<file path="config.mk">
export PLATFORM = sky130hd
export DESIGN_NAME = axis_packet_fifo
export DESIGN_NICKNAME = d
export VERILOG_FILES = /design/src/rtl/axis_pkg.sv /design/src/rtl/axis_beat_ram.sv /design/src/rtl/axis_packet_fifo.sv
export SDC_FILE = /design/constraint.sdc
export NUM_CORES = 2
export LEC_CHECK = 0
export CORE_UTILIZATION = 60
export CTS_CLUSTER_DIAMETER = 60
export CTS_CLUSTER_SIZE = 30
export DETAILED_ROUTE_END_ITERATION = 10
export PLACE_DENSITY = 0.76
export SLEW_MARGIN = 20
export SYNTH_ARGS = -nofsm -noshare
export SYNTH_HDL_FRONTEND = slang
export SYNTH_SLANG_ARGS = --single-unit
export TNS_END_PERCENT = 1
</file>
<file path="constraint.sdc">
create_clock -name clk -period 4.1 [get_ports clk]
set_input_delay 0.82 -clock clk [delete_from_list [all_inputs] [get_ports clk]]
set_output_delay 0.82 -clock clk [all_outputs]
set_load 0.03 [all_outputs]
</file>
<file path="src/rtl/axis_pkg.sv">
// Shared AXI-Stream defaults, beat record and write-side FSM states
// used by the packet FIFO and its beat RAM.
package axis_pkg;

  localparam int WORD_W         = 8;
  localparam int BUS_W          = 32;
  localparam int WORDS_PER_BEAT = BUS_W / WORD_W;

  typedef struct packed {
    logic [WORDS_PER_BEAT-1:0][WORD_W-1:0] data;
    logic [WORDS_PER_BEAT-1:0]             keep;
    logic                                  last;
  } axis_beat_t;

  typedef enum logic {
    ACCEPT = 1'b0,
    DROP   = 1'b1
  } wr_state_e;

endpackage

</file>
<file path="src/rtl/axis_beat_ram.sv">
// Simple dual-port beat store: one write port, one read port whose output
// register doubles as the FIFO's master-side holding register.
module axis_beat_ram
  import axis_pkg::*;
#(
  parameter int DEPTH = 64,
  parameter int W     = $bits(axis_beat_t)
) (
  input  logic                     clk,
  input  logic                     rst,
  input  logic                     we,
  input  logic [$clog2(DEPTH)-1:0] waddr,
  input  logic [W-1:0]             wdata,
  input  logic                     re,
  input  logic [$clog2(DEPTH)-1:0] raddr,
  output logic [W-1:0]             rdata
);

  logic [W-1:0] mem_q [DEPTH];
  logic [W-1:0] rdata_q, rdata_d;

  always_ff @(posedge clk) begin
    if (we) begin
      mem_q[waddr] <= wdata;
    end
  end

  // The read register holds its value when not enabled so a stalled beat stays stable.
  always_comb begin
    rdata_d = rdata_q;
    if (re) begin
      rdata_d = mem_q[raddr];
    end
  end

  always_ff @(posedge clk or posedge rst) begin
    if (rst) begin
      rdata_q <= '0;
    end else begin
      rdata_q <= rdata_d;
    end
  end

  assign rdata = rdata_q;

endmodule

</file>
<file path="src/rtl/axis_packet_fifo.sv">
// Store-and-forward AXI-Stream packet buffer: a packet is replayed only once
// its last beat is stored; packets larger than the buffer are discarded whole.
module axis_packet_fifo #(
  parameter int WORD_W = axis_pkg::WORD_W,
  parameter int BUS_W  = axis_pkg::BUS_W,
  parameter int DEPTH  = 64
) (
  input  logic                                    clk,
  input  logic                                    rst,
  input  logic                                    s_valid,
  output logic                                    s_ready,
  input  logic [BUS_W/WORD_W-1:0][WORD_W-1:0]     s_data,
  input  logic [BUS_W/WORD_W-1:0]                 s_keep,
  input  logic                                    s_last,
  output logic                                    m_valid,
  input  logic                                    m_ready,
  output logic [BUS_W/WORD_W-1:0][WORD_W-1:0]     m_data,
  output logic [BUS_W/WORD_W-1:0]                 m_keep,
  output logic                                    m_last,
  output logic [$clog2(DEPTH+1)-1:0]              pkt_count,
  output logic [$clog2(DEPTH+1)-1:0]              fill,
  output logic                                    drop
);

  import axis_pkg::*;

  localparam int WPB = BUS_W / WORD_W;
  localparam int PW  = $clog2(DEPTH);
  localparam int CW  = $clog2(DEPTH + 1);
  localparam logic [CW-1:0] DEPTH_C = CW'(DEPTH);

  typedef struct packed {
    logic [WPB-1:0][WORD_W-1:0] data;
    logic [WPB-1:0]             keep;
    logic                       last;
  } beat_t;

  wr_state_e     state_q, state_d;
  logic [PW-1:0] wr_ptr_q, wr_ptr_d;
  logic [PW-1:0] commit_ptr_q, commit_ptr_d;
  logic [PW-1:0] cnext_q, cnext_d;
  logic [PW-1:0] rd_ptr_q, rd_ptr_d;
  logic [CW-1:0] fill_q, fill_d;
  logic [CW-1:0] pkt_q, pkt_d;
  logic [CW-1:0] avail_q, avail_d;
  logic [CW-1:0] cur_len_q, cur_len_d;
  logic [CW-1:0] cmt_len_q, cmt_len_d;
  logic          pend_q, pend_d;
  logic          out_valid_q, out_valid_d;
  logic          live_q;

  logic          wr_hs, rd_hs, load, no_committed, enter_drop;
  beat_t         wr_beat, rd_beat;

  assign wr_beat = {s_data, s_keep, s_last};

  axis_beat_ram #(
    .DEPTH (DEPTH),
    .W     ($bits(beat_t))
  ) u_ram (
    .clk   (clk),
    .rst   (rst),
    .we    (wr_hs),
    .waddr (wr_ptr_q),
    .wdata (wr_beat),
    .re    (load),
    .raddr (rd_ptr_q),
    .rdata (rd_beat)
  );

  // A last beat commits one cycle after it is stored (pend_q), which keeps the
  // drop decision from seeing a just-finished packet as uncommitted.
  always_comb begin
    state_d      = state_q;
    wr_ptr_d     = wr_ptr_q;
    cnext_d      = cnext_q;
    cur_len_d    = cur_len_q;
    cmt_len_d    = cmt_len_q;
    pend_d       = 1'b0;
    s_ready      = 1'b0;
    drop         = 1'b0;
    wr_hs        = 1'b0;
    enter_drop   = 1'b0;
    no_committed = (pkt_q == '0) && !pend_q;

    case (state_q)
      ACCEPT: begin
        s_ready = live_q && (fill_q < DEPTH_C);
        wr_hs   = s_valid && s_ready;
        if (wr_hs) begin
          wr_ptr_d = wr_ptr_q + PW'(1);
          if (s_last) begin
            pend_d    = 1'b1;
            cnext_d   = wr_ptr_q + PW'(1);
            cmt_len_d = cur_len_q + CW'(1);
            cur_len_d = '0;
          end else begin
            cur_len_d = cur_len_q + CW'(1);
          end
        end else if ((fill_q == DEPTH_C) && no_committed) begin
          enter_drop = 1'b1;
          state_d    = DROP;
          wr_ptr_d   = commit_ptr_q;
          cur_len_d  = '0;
        end
      end
      DROP: begin
        s_ready = 1'b1;
        if (s_valid && s_last) begin
          drop    = 1'b1;
          state_d = ACCEPT;
        end
      end
      default: state_d = ACCEPT;
    endcase
  end

  always_comb begin
    rd_hs        = out_valid_q && m_ready;
    load         = (avail_q != '0) && (!out_valid_q || m_ready);
    rd_ptr_d     = load ? (rd_ptr_q + PW'(1)) : rd_ptr_q;
    out_valid_d  = load ? 1'b1 : (rd_hs ? 1'b0 : out_valid_q);
    avail_d      = avail_q - CW'(load) + (pend_q ? cmt_len_q : '0);
    commit_ptr_d = pend_q ? cnext_q : commit_ptr_q;
    pkt_d        = pkt_q + CW'(pend_q) - CW'(rd_hs && rd_beat.last);
    fill_d       = enter_drop ? (fill_q - cur_len_q)
                              : (fill_q + CW'(wr_hs) - CW'(rd_hs));
  end

  always_ff @(posedge clk or posedge rst) begin
    if (rst) begin
      state_q      <= ACCEPT;
      wr_ptr_q     <= '0;
      commit_ptr_q <= '0;
      cnext_q      <= '0;
      rd_ptr_q     <= '0;
      fill_q       <= '0;
      pkt_q        <= '0;
      avail_q      <= '0;
      cur_len_q    <= '0;
      cmt_len_q    <= '0;
      pend_q       <= 1'b0;
      out_valid_q  <= 1'b0;
      live_q       <= 1'b0;
    end else begin
      state_q      <= state_d;
      wr_ptr_q     <= wr_ptr_d;
      commit_ptr_q <= commit_ptr_d;
      cnext_q      <= cnext_d;
      rd_ptr_q     <= rd_ptr_d;
      fill_q       <= fill_d;
      pkt_q        <= pkt_d;
      avail_q      <= avail_d;
      cur_len_q    <= cur_len_d;
      cmt_len_q    <= cmt_len_d;
      pend_q       <= pend_d;
      out_valid_q  <= out_valid_d;
      live_q       <= 1'b1;
    end
  end

  assign m_valid   = out_valid_q;
  assign m_data    = rd_beat.data;
  assign m_keep    = rd_beat.keep;
  assign m_last    = rd_beat.last;
  assign pkt_count = pkt_q;
  assign fill      = fill_q;

endmodule

</file>
==> impl_metrics.toml <==
[floorplanning]
core_um2 = 158000
die_w_um = 401
start_util_pct = 60.4
placementRows = 146
die_y_um = 401
io_pins = 95
die_area_um2 = 161000

[sta]
hold_slack_ns = 0.484
finalSetupViolCount = 0
period_needed_ns = 3.44
rsz0062_at_grt = "false"
finalSetupTns_ns = 0
drv_slew = 0
worst_slack_ns = 0.665
min_period_over_period_pct = 83.8
max_clock_freq_mhz = 291
tightest_slew_ns = 1.15
hold_viol_final = 0
maxSlewHeadroom_pct = 22.9
skew_ns = 0.0461

[global_routing]
gr-usage-met2_pct = 47.5
antenna_found_initial = 9
gr-total-overflow = 0
global_route.usage.met3_pct = 6.17
grt_pass1_vias = 48000
grt_pass1_wl_um = 347000
grt_start_max_net_pins = 84
grt_use_total_pct = 30.6
busiest_layer = "met2"
use_met1_pct = 43.7

[worst_setup_path]
required_ns = 4.80
crit_path_end_kind = "flop"
crit_path_start_kind = "flop"
path_class = "reg -> reg"
cp_data_arrival_time_ns = 4.14
cp_max_fo = 27

[pwr]
power_frac_comb_pct = 30.6
powerDensity_nw_per_um2 = 619
sequentialPowerShare_pct = 44.8
switching_share_pct = 32.6
p_sw_mw = 21.3
p_total_mw = 65.5
power_leakage_nw = 33.9
power_frac_clock_pct = 24.6
internal_power_mw = 44.1
ir_worst_vdd_mv = 0.498

[run_status]
status = "finished clean"

[synthesis]
avgSynthCellArea_um2 = 21.0
yosysSeqAreaShare_pct = 76.9
ys.flop_type = "edfxtp_1"
synth.distinct_cells = 68
ys_ff_latch = 2468
synthCells = 4551
syn_nets = 4635
synthArstFlopShare_pct = 4.05
syn_area_um2 = 95700
yosysWarnings = 0
synth_edf_count = 2368

[detailed_routing]
wl_per_cell_um = 35.0
drt_iter0_drc = 7195
vias = 49000
drc = 0
first_pass_iters = 6
ant_nets = 0
routed_wl_um = 244000
viasPerCell = 7.03

[cells_and_area]
fillers = 9620
area_growth_syn_to_layout_pct = 10.5
layout_common_cells = "edfxtp_1, mux4_2, mux2i_1"
mostFrequentLayoutCell = "edfxtp_1"
final_util_pct = 66.8
finalNonFillerCells = 6965
layout.nets = 4857
layout-drive-gt1-share_pct = 22.7
final_area_um2 = 106000

[clocking]
cts_setup_buffers = 0
cts_buffers = 137
ctsHoldBuffers = 0
post_cts_resized = 0
clk_path_buf_depth = 3
clk_pin_slew_ns = 0.11
root_buffer = "clkbuf_16"
cts_tree = "done"
clock_sinks = 2468
htree_levels = 4
clock_latency_ns = 0.85

[place]
io_buffers = 94
place_worst_setup_slack_ns = 0.267
placed_area_um2 = 101000
post-place-cells = 6706
gp_congestion = 0.866
place_hpwl_um = 140000

[flow_run]
cap_violations = 0

[hold_path]
hp-class = "in -> async"
[cells by family after synthesis]
| family | Yosys count | share of synthesized area [%] |
|---|---|---|
| AND/OR/NAND/NOR | 338 | 1.65 |
| flip-flops | 2468 | 76.9 |
| AO/OA/AOI/OAI | 528 | 3.86 |
| XOR/XNOR | 31 | 0.284 |
| buffers and inverters | 302 | 1.75 |
| other | 1 | 0.00392 |
| multiplexers | 840 | 15.0 |
| adder cells (fa/ha/maj) | 43 | 0.593 |
[layout make-up]
| type | instances | area [µm²] | area share (%) |
|---|---|---|---|
| inverters | 52 | 200 | 0.189 |
| flip-flops and latches | 2468 | 73600 | 69.6 |
| multi-input cells | 1781 | 21000 | 19.8 |
| clock inverters | 109 | 1530 | 1.44 |
| clock buffers | 147 | 3480 | 3.29 |
| diodes | 3 | 7.51 | 0.00710 |
| repair buffers | 333 | 3420 | 3.23 |
| well taps | 2072 | 2590 | 2.45 |
[flip-flops by register name (all words and copies together), names as in the netlist]
signal and cells:
rd_ptr_q 6, cmt_len_q 7, u_ram.mem_q 2368, state_q 1, avail_q 7, m_valid 1
u_ram.rdata 37, cur_len_q 7, pend_q 1, cnext_q 6, wr_ptr_q 6, commit_ptr_q 6
pkt_count 7, fill 7, live_q 1
[worst max-delay path, cell delays in order, from the launching register on]
cell      delay, ns
dfrtp_4        0.99
buf_4          0.40
nor2b_1        0.41
buf_4          0.37
a22o_1         0.17
a221oi_1       0.06
o221ai_1       0.68
o211ai_1       0.15
[metal layers]
layer / wire length [µm] / share of wire (%)
met2: 116000 / 47
met3: 28700 / 12
met5: 15 / 0.0061
met1: 89900 / 37
met4: 9870 / 4.0
[Yosys cell counts (all sizes together), types with 4 or more instances]
library cell,number,area [µm²]
o21ai,72,360
dfrtp,100,2500
clkbuf,97,364
o211ai,9,67.6
a221o,13,130
xor2,12,105
a21oi,105,526
or4,4,30.0
nor4,8,50.1
a221oi,17,149
a22oi,59,443
a31oi,11,68.8
or3,11,68.8
nand2,106,400
edfxtp,2368,71100
nor3,16,80.1
mux2,38,428
nor2b,19,119
o311ai,5,43.8
inv,52,195
buf,153,1120
o221ai,52,455
nor2,106,400
o21bai,5,37.5
mux4,467,10500
a211oi,49,368
and3,7,43.8
xnor2,19,166
a32oi,7,61.3
ha,39,488
a22o,41,359
o22ai,42,263
o31ai,8,60.1
and2,6,37.5
nand3b,9,67.6
mux2i,335,3350
a21o,8,60.1
a2111oi,8,88.8
fa,4,80.1
nand3,26,130
nand2b,8,52.6
a211o,10,87.6
[power by group through the flow]
stage	sequential (mW)	clock [mW]	combinational [mW]
after global routing	29.3	17.1	21.1
after CTS	29.3	16.2	20.0
after global placement	29.9	0	19.6
after floorplan	29.5	0	13.5
after detailed placement	29.9	0	19.8
final	29.3	16.1	20.0
[path summary, 6_finish.rpt]
check / start / end / slack (ns) / depth (start not counted)
worst max-delay path: rd_ptr_q[0]$_DFFE_PP0P_ / u_ram.rdata[17]$_DFFE_PP0P_ / 0.66 / 7
worst min-delay path: rst / u_ram.rdata[17]$_DFFE_PP0P_ / 0.48 / 2
worst max register to register: rd_ptr_q[0]$_DFFE_PP0P_ / u_ram.rdata[17]$_DFFE_PP0P_ / 0.66 / 7
worst min register to register: cnext_q[3]$_DFFE_PP0P_ / cnext_q[3]$_DFFE_PP0P_ / 0.49 / 2
max in group asynchronous: rst / rd_ptr_q[2]$_DFFE_PP0P_ / 2.80 / 2
min in group clk: cnext_q[3]$_DFFE_PP0P_ / cnext_q[3]$_DFFE_PP0P_ / 0.49 / 2
(Power assumes the default switching activity.)
